===== src/rtl/mips64_opcodes.sv =====
// Shared MIPS64 opcode constants: primary op, SPECIAL funct and REGIMM rt sub-opcodes.
package mips64_opcodes;

  // Primary opcode field, inst[31:26]
  localparam logic [5:0] OP_SPECIAL = 6'h00;
  localparam logic [5:0] OP_REGIMM  = 6'h01;
  localparam logic [5:0] OP_J       = 6'h02;
  localparam logic [5:0] OP_JAL     = 6'h03;
  localparam logic [5:0] OP_BEQ     = 6'h04;
  localparam logic [5:0] OP_BNE     = 6'h05;
  localparam logic [5:0] OP_ADDI    = 6'h08;
  localparam logic [5:0] OP_ADDIU   = 6'h09;
  localparam logic [5:0] OP_SLTI    = 6'h0a;
  localparam logic [5:0] OP_SLTIU   = 6'h0b;
  localparam logic [5:0] OP_ANDI    = 6'h0c;
  localparam logic [5:0] OP_ORI     = 6'h0d;
  localparam logic [5:0] OP_XORI    = 6'h0e;
  localparam logic [5:0] OP_LUI     = 6'h0f;
  localparam logic [5:0] OP_Z0      = 6'h10;
  localparam logic [5:0] OP_DADDI   = 6'h18;
  localparam logic [5:0] OP_DADDIU  = 6'h19;
  localparam logic [5:0] OP_LB      = 6'h20;
  localparam logic [5:0] OP_LW      = 6'h23;
  localparam logic [5:0] OP_LBU     = 6'h24;
  localparam logic [5:0] OP_LWU     = 6'h27;
  localparam logic [5:0] OP_SB      = 6'h28;
  localparam logic [5:0] OP_SW      = 6'h2b;
  localparam logic [5:0] OP_BC      = 6'h32;
  localparam logic [5:0] OP_LD      = 6'h37;
  localparam logic [5:0] OP_SD      = 6'h3f;

  // SPECIAL funct field, inst[5:0]
  localparam logic [5:0] FN_SLL     = 6'h00;
  localparam logic [5:0] FN_SRL     = 6'h02;
  localparam logic [5:0] FN_SRA     = 6'h03;
  localparam logic [5:0] FN_LSA     = 6'h05;
  localparam logic [5:0] FN_JR      = 6'h08;
  localparam logic [5:0] FN_SYSCALL = 6'h0c;
  localparam logic [5:0] FN_ADD     = 6'h20;
  localparam logic [5:0] FN_ADDU    = 6'h21;
  localparam logic [5:0] FN_SUB     = 6'h22;
  localparam logic [5:0] FN_SUBU    = 6'h23;
  localparam logic [5:0] FN_AND     = 6'h24;
  localparam logic [5:0] FN_OR      = 6'h25;
  localparam logic [5:0] FN_XOR     = 6'h26;
  localparam logic [5:0] FN_NOR     = 6'h27;
  localparam logic [5:0] FN_SLT     = 6'h2a;
  localparam logic [5:0] FN_SLTU    = 6'h2b;
  localparam logic [5:0] FN_DADD    = 6'h2c;
  localparam logic [5:0] FN_DADDU   = 6'h2d;
  localparam logic [5:0] FN_DSUB    = 6'h2e;
  localparam logic [5:0] FN_DSLL    = 6'h38;
  localparam logic [5:0] FN_DSRL    = 6'h3a;
  localparam logic [5:0] FN_DSRA    = 6'h3b;
  localparam logic [5:0] FN_DSLL32  = 6'h3c;
  localparam logic [5:0] FN_DSRL32  = 6'h3e;

  // COP0 funct for ERET (with inst[25] set)
  localparam logic [5:0] FN_ERET    = 6'h18;

  // REGIMM rt sub-opcode: BAL is BGEZAL with rs=0
  localparam logic [4:0] RT_BAL     = 5'h11;

endpackage


===== src/rtl/decode_define.sv =====
// Decode-stage types: ALU op, branch kind, memory sizes and the ID/EX control bundle.
package decode_define;

  import mips64_opcodes::*;

  typedef enum logic [4:0] {
    AluAdd, AluAddu, AluSub, AluSubu, AluAnd, AluOr, AluXor, AluNor, AluSlt, AluSltu,
    AluSll, AluSrl, AluSra, AluLsa, AluDadd, AluDaddu, AluDsub, AluDsll, AluDsrl, AluDsra,
    AluLui, AluPass
  } alu_op_t;

  typedef enum logic [2:0] {
    BrNone, BrBeq, BrBne, BrJ, BrJal, BrJr, BrBal, BrBc
  } branch_t;

  localparam logic [1:0] MemByte  = 2'd0;
  localparam logic [1:0] MemWord  = 2'd2;
  localparam logic [1:0] MemDword = 2'd3;

  typedef struct packed {
    logic [4:0] rs;
    logic [4:0] rt;
    logic [4:0] dest;
    logic [5:0] shamt;
    alu_op_t    alu_op;
    logic       reg_write;
    logic       mem_read;
    logic       mem_write;
    logic       mem_unsigned;
    logic [1:0] mem_size;
    branch_t    branch;
    logic       syscall;
    logic       eret;
    logic       illegal;
  } ctrl_t;

endpackage


===== src/rtl/decode_ctrl.sv =====
// Purely combinational instruction decoder: inst -> control bundle, immediate, source usage.
module decode_ctrl
  import decode_define::*;
  import mips64_opcodes::*;
#(
  parameter int unsigned XLEN = 64
) (
  input  logic [31:0]     inst,
  output ctrl_t           ctrl,
  output logic [XLEN-1:0] imm,
  output logic            uses_rs,
  output logic            uses_rt
);

  logic [5:0]      op, funct;
  logic [4:0]      rs, rt, rd, sa;
  logic [XLEN-1:0] imm_sext, imm_zext, imm_lui, imm_jidx, imm_bc;
  logic            legal;

  assign op    = inst[31:26];
  assign rs    = inst[25:21];
  assign rt    = inst[20:16];
  assign rd    = inst[15:11];
  assign sa    = inst[10:6];
  assign funct = inst[5:0];

  assign imm_sext = {{(XLEN-16){inst[15]}}, inst[15:0]};
  assign imm_zext = {{(XLEN-16){1'b0}}, inst[15:0]};
  assign imm_lui  = {{(XLEN-32){inst[15]}}, inst[15:0], 16'h0000};
  assign imm_jidx = {{(XLEN-26){1'b0}}, inst[25:0]};
  assign imm_bc   = {{(XLEN-26){inst[25]}}, inst[25:0]};

  // Decode op/funct/rt into the control bundle; anything unknown collapses to illegal-only
  always_comb begin
    ctrl    = '0;
    imm     = '0;
    uses_rs = 1'b0;
    uses_rt = 1'b0;
    legal   = 1'b1;
    ctrl.rs = rs;
    ctrl.rt = rt;
    unique case (op)
      OP_SPECIAL: begin
        uses_rs        = 1'b1;
        uses_rt        = 1'b1;
        ctrl.reg_write = 1'b1;
        ctrl.dest      = rd;
        unique case (funct)
          FN_SLL:    begin ctrl.alu_op = AluSll;  ctrl.shamt = {1'b0, sa}; uses_rs = 1'b0; end
          FN_SRL:    begin ctrl.alu_op = AluSrl;  ctrl.shamt = {1'b0, sa}; uses_rs = 1'b0; end
          FN_SRA:    begin ctrl.alu_op = AluSra;  ctrl.shamt = {1'b0, sa}; uses_rs = 1'b0; end
          FN_DSLL:   begin ctrl.alu_op = AluDsll; ctrl.shamt = {1'b0, sa}; uses_rs = 1'b0; end
          FN_DSRL:   begin ctrl.alu_op = AluDsrl; ctrl.shamt = {1'b0, sa}; uses_rs = 1'b0; end
          FN_DSRA:   begin ctrl.alu_op = AluDsra; ctrl.shamt = {1'b0, sa}; uses_rs = 1'b0; end
          // The *32 forms shift by sa+32, i.e. set bit 5 of the shift amount
          FN_DSLL32: begin ctrl.alu_op = AluDsll; ctrl.shamt = {1'b1, sa}; uses_rs = 1'b0; end
          FN_DSRL32: begin ctrl.alu_op = AluDsrl; ctrl.shamt = {1'b1, sa}; uses_rs = 1'b0; end
          FN_LSA:    begin ctrl.alu_op = AluLsa;  ctrl.shamt = {1'b0, sa}; end
          FN_ADD:    ctrl.alu_op = AluAdd;
          FN_ADDU:   ctrl.alu_op = AluAddu;
          FN_SUB:    ctrl.alu_op = AluSub;
          FN_SUBU:   ctrl.alu_op = AluSubu;
          FN_AND:    ctrl.alu_op = AluAnd;
          FN_OR:     ctrl.alu_op = AluOr;
          FN_XOR:    ctrl.alu_op = AluXor;
          FN_NOR:    ctrl.alu_op = AluNor;
          FN_SLT:    ctrl.alu_op = AluSlt;
          FN_SLTU:   ctrl.alu_op = AluSltu;
          FN_DADD:   ctrl.alu_op = AluDadd;
          FN_DADDU:  ctrl.alu_op = AluDaddu;
          FN_DSUB:   ctrl.alu_op = AluDsub;
          FN_JR: begin
            ctrl.alu_op    = AluPass;
            ctrl.branch    = BrJr;
            ctrl.reg_write = 1'b0;
            ctrl.dest      = 5'd0;
            uses_rt        = 1'b0;
          end
          FN_SYSCALL: begin
            ctrl.syscall   = 1'b1;
            ctrl.reg_write = 1'b0;
            ctrl.dest      = 5'd0;
            uses_rs        = 1'b0;
            uses_rt        = 1'b0;
          end
          default: legal = 1'b0;
        endcase
      end
      OP_REGIMM: begin
        if (rt == RT_BAL) begin
          ctrl.alu_op    = AluPass;
          ctrl.branch    = BrBal;
          ctrl.reg_write = 1'b1;
          ctrl.dest      = 5'd31;
          imm            = imm_sext;
          uses_rs        = 1'b1;
        end else begin
          legal = 1'b0;
        end
      end
      OP_J: begin
        ctrl.branch = BrJ;
        imm         = imm_jidx;
      end
      OP_JAL: begin
        ctrl.alu_op    = AluPass;
        ctrl.branch    = BrJal;
        ctrl.reg_write = 1'b1;
        ctrl.dest      = 5'd31;
        imm            = imm_jidx;
      end
      OP_BC: begin
        ctrl.branch = BrBc;
        imm         = imm_bc;
      end
      OP_BEQ, OP_BNE: begin
        ctrl.alu_op = AluSubu;
        ctrl.branch = (op == OP_BEQ) ? BrBeq : BrBne;
        imm         = imm_sext;
        uses_rs     = 1'b1;
        uses_rt     = 1'b1;
      end
      OP_ADDI, OP_ADDIU, OP_DADDI, OP_DADDIU, OP_SLTI, OP_SLTIU: begin
        unique case (op)
          OP_ADDI:   ctrl.alu_op = AluAdd;
          OP_ADDIU:  ctrl.alu_op = AluAddu;
          OP_DADDI:  ctrl.alu_op = AluDadd;
          OP_DADDIU: ctrl.alu_op = AluDaddu;
          OP_SLTI:   ctrl.alu_op = AluSlt;
          default:   ctrl.alu_op = AluSltu;
        endcase
        ctrl.reg_write = 1'b1;
        ctrl.dest      = rt;
        imm            = imm_sext;
        uses_rs        = 1'b1;
      end
      OP_ANDI, OP_ORI, OP_XORI: begin
        unique case (op)
          OP_ANDI: ctrl.alu_op = AluAnd;
          OP_ORI:  ctrl.alu_op = AluOr;
          default: ctrl.alu_op = AluXor;
        endcase
        ctrl.reg_write = 1'b1;
        ctrl.dest      = rt;
        imm            = imm_zext;
        uses_rs        = 1'b1;
      end
      OP_LUI: begin
        ctrl.alu_op    = AluLui;
        ctrl.reg_write = 1'b1;
        ctrl.dest      = rt;
        imm            = imm_lui;
      end
      OP_LB, OP_LBU, OP_LW, OP_LWU, OP_LD: begin
        ctrl.alu_op       = AluDaddu;
        ctrl.reg_write    = 1'b1;
        ctrl.mem_read     = 1'b1;
        ctrl.dest         = rt;
        ctrl.mem_unsigned = (op == OP_LBU) || (op == OP_LWU);
        unique case (op)
          OP_LB, OP_LBU: ctrl.mem_size = MemByte;
          OP_LW, OP_LWU: ctrl.mem_size = MemWord;
          default:       ctrl.mem_size = MemDword;
        endcase
        imm     = imm_sext;
        uses_rs = 1'b1;
      end
      OP_SB, OP_SW, OP_SD: begin
        ctrl.alu_op    = AluDaddu;
        ctrl.mem_write = 1'b1;
        unique case (op)
          OP_SB:   ctrl.mem_size = MemByte;
          OP_SW:   ctrl.mem_size = MemWord;
          default: ctrl.mem_size = MemDword;
        endcase
        imm     = imm_sext;
        uses_rs = 1'b1;
        uses_rt = 1'b1;
      end
      OP_Z0: begin
        if (inst[25] && (funct == FN_ERET)) begin
          ctrl.eret = 1'b1;
        end else begin
          legal = 1'b0;
        end
      end
      default: legal = 1'b0;
    endcase

    // Writes to r0 are discarded
    if (ctrl.dest == 5'd0) begin
      ctrl.reg_write = 1'b0;
    end

    if (!legal) begin
      ctrl         = '0;
      ctrl.illegal = 1'b1;
      imm          = '0;
      uses_rs      = 1'b0;
      uses_rt      = 1'b0;
    end
  end

endmodule


===== src/rtl/decode_stage.sv =====
// MIPS64 decode stage: valid/ready handshake, load-use bubble, flush and ID/EX register.
module decode_stage
  import decode_define::*;
#(
  parameter int unsigned XLEN  = 64,
  parameter int unsigned CNT_W = 32
) (
  input  logic             clock,
  input  logic             reset_n,
  input  logic             in_valid,
  output logic             in_ready,
  input  logic [31:0]      in_inst,
  input  logic [XLEN-1:0]  in_pc,
  input  logic             flush,
  input  logic             ex_ready,
  output logic             out_valid,
  output logic [XLEN-1:0]  out_pc,
  output logic [4:0]       out_rs,
  output logic [4:0]       out_rt,
  output logic [4:0]       out_dest,
  output logic [XLEN-1:0]  out_imm,
  output logic [5:0]       out_shamt,
  output logic [4:0]       out_alu_op,
  output logic             out_reg_write,
  output logic             out_mem_read,
  output logic             out_mem_write,
  output logic             out_mem_unsigned,
  output logic [1:0]       out_mem_size,
  output logic [2:0]       out_branch,
  output logic             out_syscall,
  output logic             out_eret,
  output logic             out_illegal,
  output logic [CNT_W-1:0] stall_count
);

  ctrl_t            dec_ctrl;
  logic [XLEN-1:0]  dec_imm;
  logic             dec_uses_rs, dec_uses_rt;

  ctrl_t            ctrl_q;
  logic [XLEN-1:0]  imm_q, pc_q;
  logic             valid_q, valid_d;
  logic [CNT_W-1:0] cnt_q, cnt_d;
  logic             adv, hazard, bubble, load;

  decode_ctrl #(
    .XLEN(XLEN)
  ) u_decode_ctrl (
    .inst    (in_inst),
    .ctrl    (dec_ctrl),
    .imm     (dec_imm),
    .uses_rs (dec_uses_rs),
    .uses_rt (dec_uses_rt)
  );

  // Handshake, load-use detection and next-state selection in priority order
  always_comb begin
    adv    = ~valid_q | ex_ready;
    hazard = valid_q & ctrl_q.mem_read & (ctrl_q.dest != 5'd0) &
             ((dec_uses_rs & (dec_ctrl.rs == ctrl_q.dest)) |
              (dec_uses_rt & (dec_ctrl.rt == ctrl_q.dest)));
    in_ready = adv & ~hazard & ~flush;
    bubble   = ~flush & in_valid & hazard & ex_ready;
    load     = in_valid & in_ready;

    if (flush) begin
      valid_d = 1'b0;
    end else if (bubble) begin
      valid_d = 1'b0;
    end else if (load) begin
      valid_d = 1'b1;
    end else if (ex_ready) begin
      valid_d = 1'b0;
    end else begin
      valid_d = valid_q;
    end

    cnt_d = cnt_q;
    if (bubble && (cnt_q != {CNT_W{1'b1}})) begin
      cnt_d = cnt_q + 1'b1;
    end
  end

  // ID/EX output register and saturating bubble counter
  always_ff @(posedge clock or negedge reset_n) begin
    if (!reset_n) begin
      valid_q <= 1'b0;
      ctrl_q  <= '0;
      imm_q   <= '0;
      pc_q    <= '0;
      cnt_q   <= '0;
    end else begin
      valid_q <= valid_d;
      cnt_q   <= cnt_d;
      if (load) begin
        ctrl_q <= dec_ctrl;
        imm_q  <= dec_imm;
        pc_q   <= in_pc;
      end
    end
  end

  assign out_valid        = valid_q;
  assign out_pc           = pc_q;
  assign out_rs           = ctrl_q.rs;
  assign out_rt           = ctrl_q.rt;
  assign out_dest         = ctrl_q.dest;
  assign out_imm          = imm_q;
  assign out_shamt        = ctrl_q.shamt;
  assign out_alu_op       = ctrl_q.alu_op;
  assign out_reg_write    = ctrl_q.reg_write;
  assign out_mem_read     = ctrl_q.mem_read;
  assign out_mem_write    = ctrl_q.mem_write;
  assign out_mem_unsigned = ctrl_q.mem_unsigned;
  assign out_mem_size     = ctrl_q.mem_size;
  assign out_branch       = ctrl_q.branch;
  assign out_syscall      = ctrl_q.syscall;
  assign out_eret         = ctrl_q.eret;
  assign out_illegal      = ctrl_q.illegal;
  assign stall_count      = cnt_q;

endmodule


===== config.mk =====
export PLATFORM = sky130hd
export DESIGN_NAME = decode_stage
export DESIGN_NICKNAME = d
export VERILOG_FILES = /design/src/rtl/mips64_opcodes.sv /design/src/rtl/decode_define.sv /design/src/rtl/decode_ctrl.sv /design/src/rtl/decode_stage.sv
export SDC_FILE = /design/constraint.sdc
export NUM_CORES = 1
export LEC_CHECK = 0
export ABC_AREA = 1
export CAP_MARGIN = 20
export CORE_ASPECT_RATIO = 2
export CORE_MARGIN = 2
export CORE_UTILIZATION = 43
export DETAILED_ROUTE_END_ITERATION = 12
export PLACE_DENSITY = 0.78
export SETUP_SLACK_MARGIN = 0.4
export SYNTH_ARGS = -nofsm -noshare
export SYNTH_HDL_FRONTEND = slang
export SYNTH_SLANG_ARGS = --single-unit

===== constraint.sdc =====
create_clock -name clock -period 3.4 [get_ports clock]
set_input_delay 0.85 -clock clock [delete_from_list [all_inputs] [get_ports clock]]
set_output_delay 0.85 -clock clock [all_outputs]
set_load 0.03 [all_outputs]

======== Yosys cells after proc, flatten, opt, wreduce, memory -nomap -nowiden ========
Index checks and enable logic that the tools add are counted.
word-level totals
  flip-flop bits (word level) ............. 199
  input bits .............................. 101
  output and inout port bits .............. 200
  memories ................................ 0
  memory bits (read-only) ................. 0
  bits in latches ......................... 0
  logic and storage cells ................. 161
  memory bits (writable) .................. 0
operators by class
  multipliers ............................. 0
  $lt $le $gt $ge ......................... 0
  shift-type cells ........................ 0
  $add $sub $neg .......................... 1
  div/mod/pow operators ................... 0
  equality and inequality tests ........... 53
  bitwise operators ....................... 16
  multiplexer cells ....................... 43
  reductions and logical operators ........ 30
operators with widths
  operator                                        number
  case mux 64 bit (6 select lines)                1
  == test 6 bit (second input constant)           27
  2-to-1 mux 64 bit                               2
  case mux 5 bit (20 select lines)                1
  == test 6 x 4 -> 1 bit (second input constant)  10
  case mux 5 bit (8 select lines)                 1
  2-to-1 mux 38 bit                               1
  adder 32 x 1 -> 32 bit (second input constant)  1
  != test 32 bit (second input constant)          1
  OR reduction 16 bit                             2
  == test 6 x 2 -> 1 bit (second input constant)  4
  == test 6 x 5 -> 1 bit (second input constant)  4
  OR reduction 24 bit                             1
  OR reduction 23 bit                             1
  case mux 4 bit (5 select lines)                 1
  case mux 5 bit (4 select lines)                 1
  OR reduction 19 bit                             1
  == test 6 x 3 -> 1 bit (second input constant)  3
  2-to-1 mux 1 bit                                18
  case mux 3 bit (6 select lines)                 1
  case mux 2 bit (2 select lines)                 4
  OR reduction 2 bit                              8
  OR reduction 15 bit                             1
  logical NOT 6 bit                               2
  other kinds (25)                                46

======== Logic depth before layout (Yosys ltp) ========
  depth after elaboration ................. 18
  mapped depth ............................ 21
  mapped depth without buffers ............ 19

======== Cells and area by module ========
A second synthesis with hierarchy kept.
second synthesis, totals
  cell total of the unflattened synthesis .. 1484
  area total of the unflattened synthesis .. 11109.4 µm²
by module, submodules not included
  module        times used  area each (µm²)  seq. area each (µm²)  cells an instance
  decode_stage  1           9293.9           4979.8                1130
  decode_ctrl   1           1815.5           0.0                   354

======== Least setup slack after synthesis ========
No wires, ideal clock.
  path kind ............................... input -> output
  from .................................... in in_inst[4]
  to ...................................... out in_ready
  path slack .............................. -303 ps
  arrival ................................. 2853 ps
  path buffers ............................ 2
  required time ........................... 2550 ps
  stages on the path ...................... 17
  cell sequence ........................... buf_2 > nor2_1 > nand3_1 > nand2_1 > nor2_1 > nand4_1 > nand2_1 > nand2_2 > nand2_1 > nor2_1 > nor2_1 > nand2_1 > nand2_2 > nand2_4 > buf_2 > nand2_1 > nor2_1
between the ends
  word-level cells in the longest chain between the ends .. 12
  elaborated cells on any way between the ends .. 48
  classes of those cells .................. eq/ne (26); mux (10); bitwise (7); reduce/logical (5)
RTL lines
  item                                                                RTL line                                RTL
  from (decl)                                                         decode_stage.sv:12                      input logic [31:0] in_inst,
  == test 6 x 3 -> 1 bit, or another cell as far along                decode_ctrl.sv:48                       unique case (funct)
  OR reduction 24 bit (no line) or logical AND 1 bit (tied branches)  -
  2-to-1 mux 1 bit, on equally long branches                          decode_ctrl.sv:48, decode_ctrl.sv:181
  case mux 1 bit (4 select lines)                                     decode_ctrl.sv:42                       unique case (op)
  2-to-1 mux 38 bit                                                   decode_ctrl.sv:195                      if (!legal) begin
  == test 5 bit, on equally long branches                             decode_stage.sv:60, decode_stage.sv:61
  AND 1 bit, on equally long branches                                 decode_stage.sv:60, decode_stage.sv:61
  bitwise OR 1 bit *                                                  decode_stage.sv:60                      ((dec_uses_rs & (dec_ctrl.rs == ctrl_q.dest)) |
  AND 1 bit *                                                         decode_stage.sv:59                      hazard = valid_q & ctrl_q.mem_read & (ctrl_q.dest != 5'd0) &
  NOT 1 bit *                                                         decode_stage.sv:62                      in_ready = adv & ~hazard & ~flush;
  AND 1 bit * (2 in a row)                                            decode_stage.sv:62
  to (decl)                                                           decode_stage.sv:11                      output logic in_ready,
Mark *: on every way between the ends. The rest lies on a longest branch, timed or not.

======== Worst setup path after layout ========
  from .................................... in in_inst[31]
  to ...................................... out in_ready
between the ends
  word-level cells in the longest chain between the ends .. 11
  elaborated cells on any way between the ends .. 44
  classes of those cells .................. eq/ne (27); mux (6); bitwise (7); reduce/logical (4)
RTL lines
  item                                                  RTL line
  == test 6 x 2 -> 1 bit, or another cell as far along  decode_ctrl.sv:42
  OR reduction 23 bit (no line)                         -
  case mux 1 bit (4 select lines)                       decode_ctrl.sv:42
  2-to-1 mux 38 bit                                     decode_ctrl.sv:195
  == test 5 bit, on equally long branches               decode_stage.sv:60, decode_stage.sv:61
  AND 1 bit, on equally long branches                   decode_stage.sv:60, decode_stage.sv:61
  bitwise OR 1 bit *                                    decode_stage.sv:60
  AND 1 bit *                                           decode_stage.sv:59
  NOT 1 bit *                                           decode_stage.sv:62
  AND 1 bit * (2 in a row)                              decode_stage.sv:62
Marks and branches as above.

==> summary.md <==
| Metric | Value |
|---|---|
| FF+latch area | `4180 µm²` |
| Mapped cell area | `9530 µm²` |
| CTS max path bufs | `2` |
| Pre-CTS WS | `-0.950 ns` |
| Maxcap violations | `0` |
| Vias in the first global route | `about 11,000` |
| Switching Fraction | `about a third` |
| CP Class | `in -> out` |
| Fmax | `277 MHz` |
| Post-synth top area cell | `dfrtp_1` |
| Tmin final | `3.61 ns` |
| Worst clock skew | `about 0.010 ns` |
| Drt total wl | `42.2 mm` |
| CTS tree | `yes` |
| Routed len/inst | `about 21 µm` |
| Sequential fraction of the synthesis area | `43.9%` |
| Final nets | `1,809` |
| Final TNS setup | `-5.24 ns` |
| Synth Register Bits | `167` |
| Final worst setup slack | `-0.208 ns` |
| Drt drc | `0` |
| Detailed Routing Iterations Pass 1 | `5` |
| Vias/cell | `approximately 5.6` |
| Synth Instances | `1,294` |
| Routability Congestion | `1.01` |
| Dominant cells by area after synthesis | `dfrtp_1 (44%), nand2_1 (18%), nand4_1 (12%)` |
| Via count of the routed design | `11,092` |
| Peak VDD IR | `0.520 mV` |
| CTS sink cnt | `approximately 170` |
| Most frequent cells in the layout | `nand2_1 (444), clkdlybuf4s50_1 (279), nand4_1 (181)` |
| Slew HR | `42.0%` |
| Outcome | `complete, but fails checks` |
| Crit-path max FO | `6` |
| Sw power | `2.06 mW` |
| Worst stage delay on the critical path | `0.23 ns` |
| Area of the multi-input gates | `~4800 µm²` |
| DIE AREA | `approximately 23,000 µm²` |
| Final core occ | `68.8%` |
| PwrDens | `around 420 nW/µm²` |
| Layout fillers | `1,858` |
| Initial antenna violation count | `1` |
| Critical Path, Cell by Cell | `buf_8, nand2_2, inv_1, buf_4, nand3_1, nand4_1, nor2_4, nand2_4, buf_6, nand4_1, buf_4, nand2_4, nand2_4, nand2_4, nor2_4, buf_6` |
| Tcrit/Tclk final | `106%` |
| First-pass GRT wire length | `62.8 mm` |
| Setup crit end kind | `output port` |
| Placed Area | `13,500 µm²` |
| R2R cell count | `19` |
| Antenna viol nets, final | `0` |
| Min-delay worst type | `in -> async` |
| Slowest cell on the critical path | `nand4_1` |
| Initial core utilization | `43.4%` |
| Slew @ Worst Pin | `around 0.87 ns` |
| Failing checks | `setup timing` |
| Fin. Hold Viols | `0` |
| Total Power | `approximately 6.3 mW` |
| Port Buffer Count | `300` |
| Num rows | `77` |
| Clock root buffer | `clkbuf_16` |
| CTS Buf Count | `17` |
| Share of the synthesized area in the top cell type | `43.9%` |
| Hold_buf cts | `0` |
| Total global-route track usage | `36.1%` |
| Die height | `214 µm` |
| Final Max Slew Viols | `0` |
| Clock slew at reported path FFs | `0.06 ns` |
| H-Tree Depth | `4` |
| Area grow syn2layout | `58.6%` |
| Clock Power Share | `33.5%` |
| Clk Latency, worst-skew pair | `0.46 ns` |
| RSZ-0062 raised after global routing | `yes` |
| Core Region | `22,000 µm²` |
| Sequential share of power | `36.6%` |
| Crit path DAT | `2.76 ns` |
| CP startpoint kind | `input port` |
| Avg Cell Area, Syn | `7.36 µm²` |
| Most common cell after layout, fill and taps aside | `nand2_1` |
| Reg2reg end | `stall_count[9]` |
| Lkg Pwr | `7.46 nW` |
| Ratio of cells with drive above 1 in the final layout | `20.3%` |
| DP Wirelength | `30.8 mm` |
| Die width | `~110 µm` |
| Worst reg-to-reg setup slack | `about 0.32 ns` |
| Finish-stage setup viols | `33` |
| Syn nets | `1,396` |
| Largest net degree at the start of global routing | `93` |
| CP Data Required Time | `2.55 ns` |
| Logic gate share of total power | `29.9%` |
| GRT overflow | `0` |
| Internal | `4.28 mW` |
| YS warnings | `0` |
| # IOs | `301` |
| DRT iter0 DRCs | `just under 900` |
| CP most frequent cell | `nand2_4` |
| Critical R2R Launch | `out_dest[3]` |
| Final instance area | `15,100 µm²` |
| Synth unique cells | `38` |
==> per-layer routing <==
layer	vias up	share of wire [%]	GRT usage (%)
li1	5107	-	-
met1	5269	31	33.8
met2	521	54	65.3
met3	195	5.1	6.66
met4	0	9.5	28.9
met5	-	0	0
==> sequential cells by signal, indices dropped and copies added (netlist names), 5 cells and up <==
signal,flops
out_dest,5
out_rt,5
out_imm,32
out_alu_op,5
out_pc,64
stall_count,32
out_rs,5
out_shamt,6
==> timing repair <==
| action | CTS | global route |
|---|---|---|
| setup endpoints to repair | 201 | 168 |
| gates cloned | 2 | 1 |
| buffers inserted | 49 | 9 |
| gates resized for setup | 192 | 34 |
| pin swaps | 41 | 27 |
==> through the flow <==
| stage | cells | hold slack [ns] |
|---|---|---|
| after floorplan | 1294 | 0.554 |
| after CTS | 1983 | 0.423 |
| after global routing | 1994 | 0.459 |
| final | 1994 | 0.411 |
| after global placement | 1902 | 0.453 |
| after detailed placement | 1903 | 0.458 |
==> layout make-up <==
cell class              count  area share, %
inverters                  89           2.34
well taps                 276           2.29
multi-input cells         932           31.6
flip-flops and latches    167           27.7
clock inverters             9           1.16
diodes                      1         0.0166
repair buffers            500           31.9
clock buffers              20           3.02
==> worst max-delay path by stage <==
| stage | end | slack [ns] | start | cells after the start |
|---|---|---|---|---|
| final | in_ready | -0.21 | in_inst[31] | 16 |
| after global routing | in_ready | -0.28 | in_inst[28] | 18 |
| after detailed placement | out_imm[3] | -0.95 | in_inst[2] | 21 |
| after CTS | in_ready | -0.09 | in_inst[4] | 20 |
| after global placement | out_shamt[4] | -0.91 | in_inst[2] | 21 |
| after floorplan | in_ready | 0.06 | in_inst[4] | 19 |
==> synth_stat cells, drive strengths merged <==
cell / n
a22oi: 9
o41ai: 1
nor3: 30
a211oi: 1
o2111ai: 1
inv: 89
nor3b: 2
nor2: 110
o221ai: 1
dfrtp: 167
a21oi: 10
xor2: 28
buf: 60
a2111oi: 1
a31oi: 2
clkbuf: 46
o211ai: 3
nand4: 181
o21ai: 16
nor4: 9
nand3b: 1
a221oi: 2
o22ai: 1
xnor2: 4
nand3: 47
ha: 1
nand2: 471
==> critical path: cells and delay by family <==
kind,cells,cell delay [ns]
and+or+nand+nor,10,1.16
buffers and inverters,6,0.75
==> kinds of logic (layout without fill, tap and decap cells) <==
family | count (synthesis) | count (layout) | synth area share, %
and+or+nand+nor | 851 | 851 | 40.2
buffers and inverters | 195 | 618 | 9.71
DFF | 167 | 167 | 43.9
AOI/OAI and AO/OA | 48 | 48 | 3.18
xor gates and xnor gates | 32 | 32 | 2.94
adders and majority gates | 1 | 1 | 0.131
other | 0 | 1 | 0
==> power groups by stage <==
| stage | clock [mW] | sequential [mW] | combinational (mW) |
|---|---|---|---|
| 6_report | 2.12 | 2.32 | 1.90 |
| 2_1_floorplan | 0 | 2.73 | 0.538 |
| 5_1_grt | 2.23 | 2.34 | 1.99 |
| 3_5_place_dp | 0 | 2.35 | 1.82 |
| 3_3_place_gp | 0 | 2.34 | 1.81 |
| 4_1_cts | 2.16 | 2.32 | 1.88 |
(Power assumes the default switching activity.)
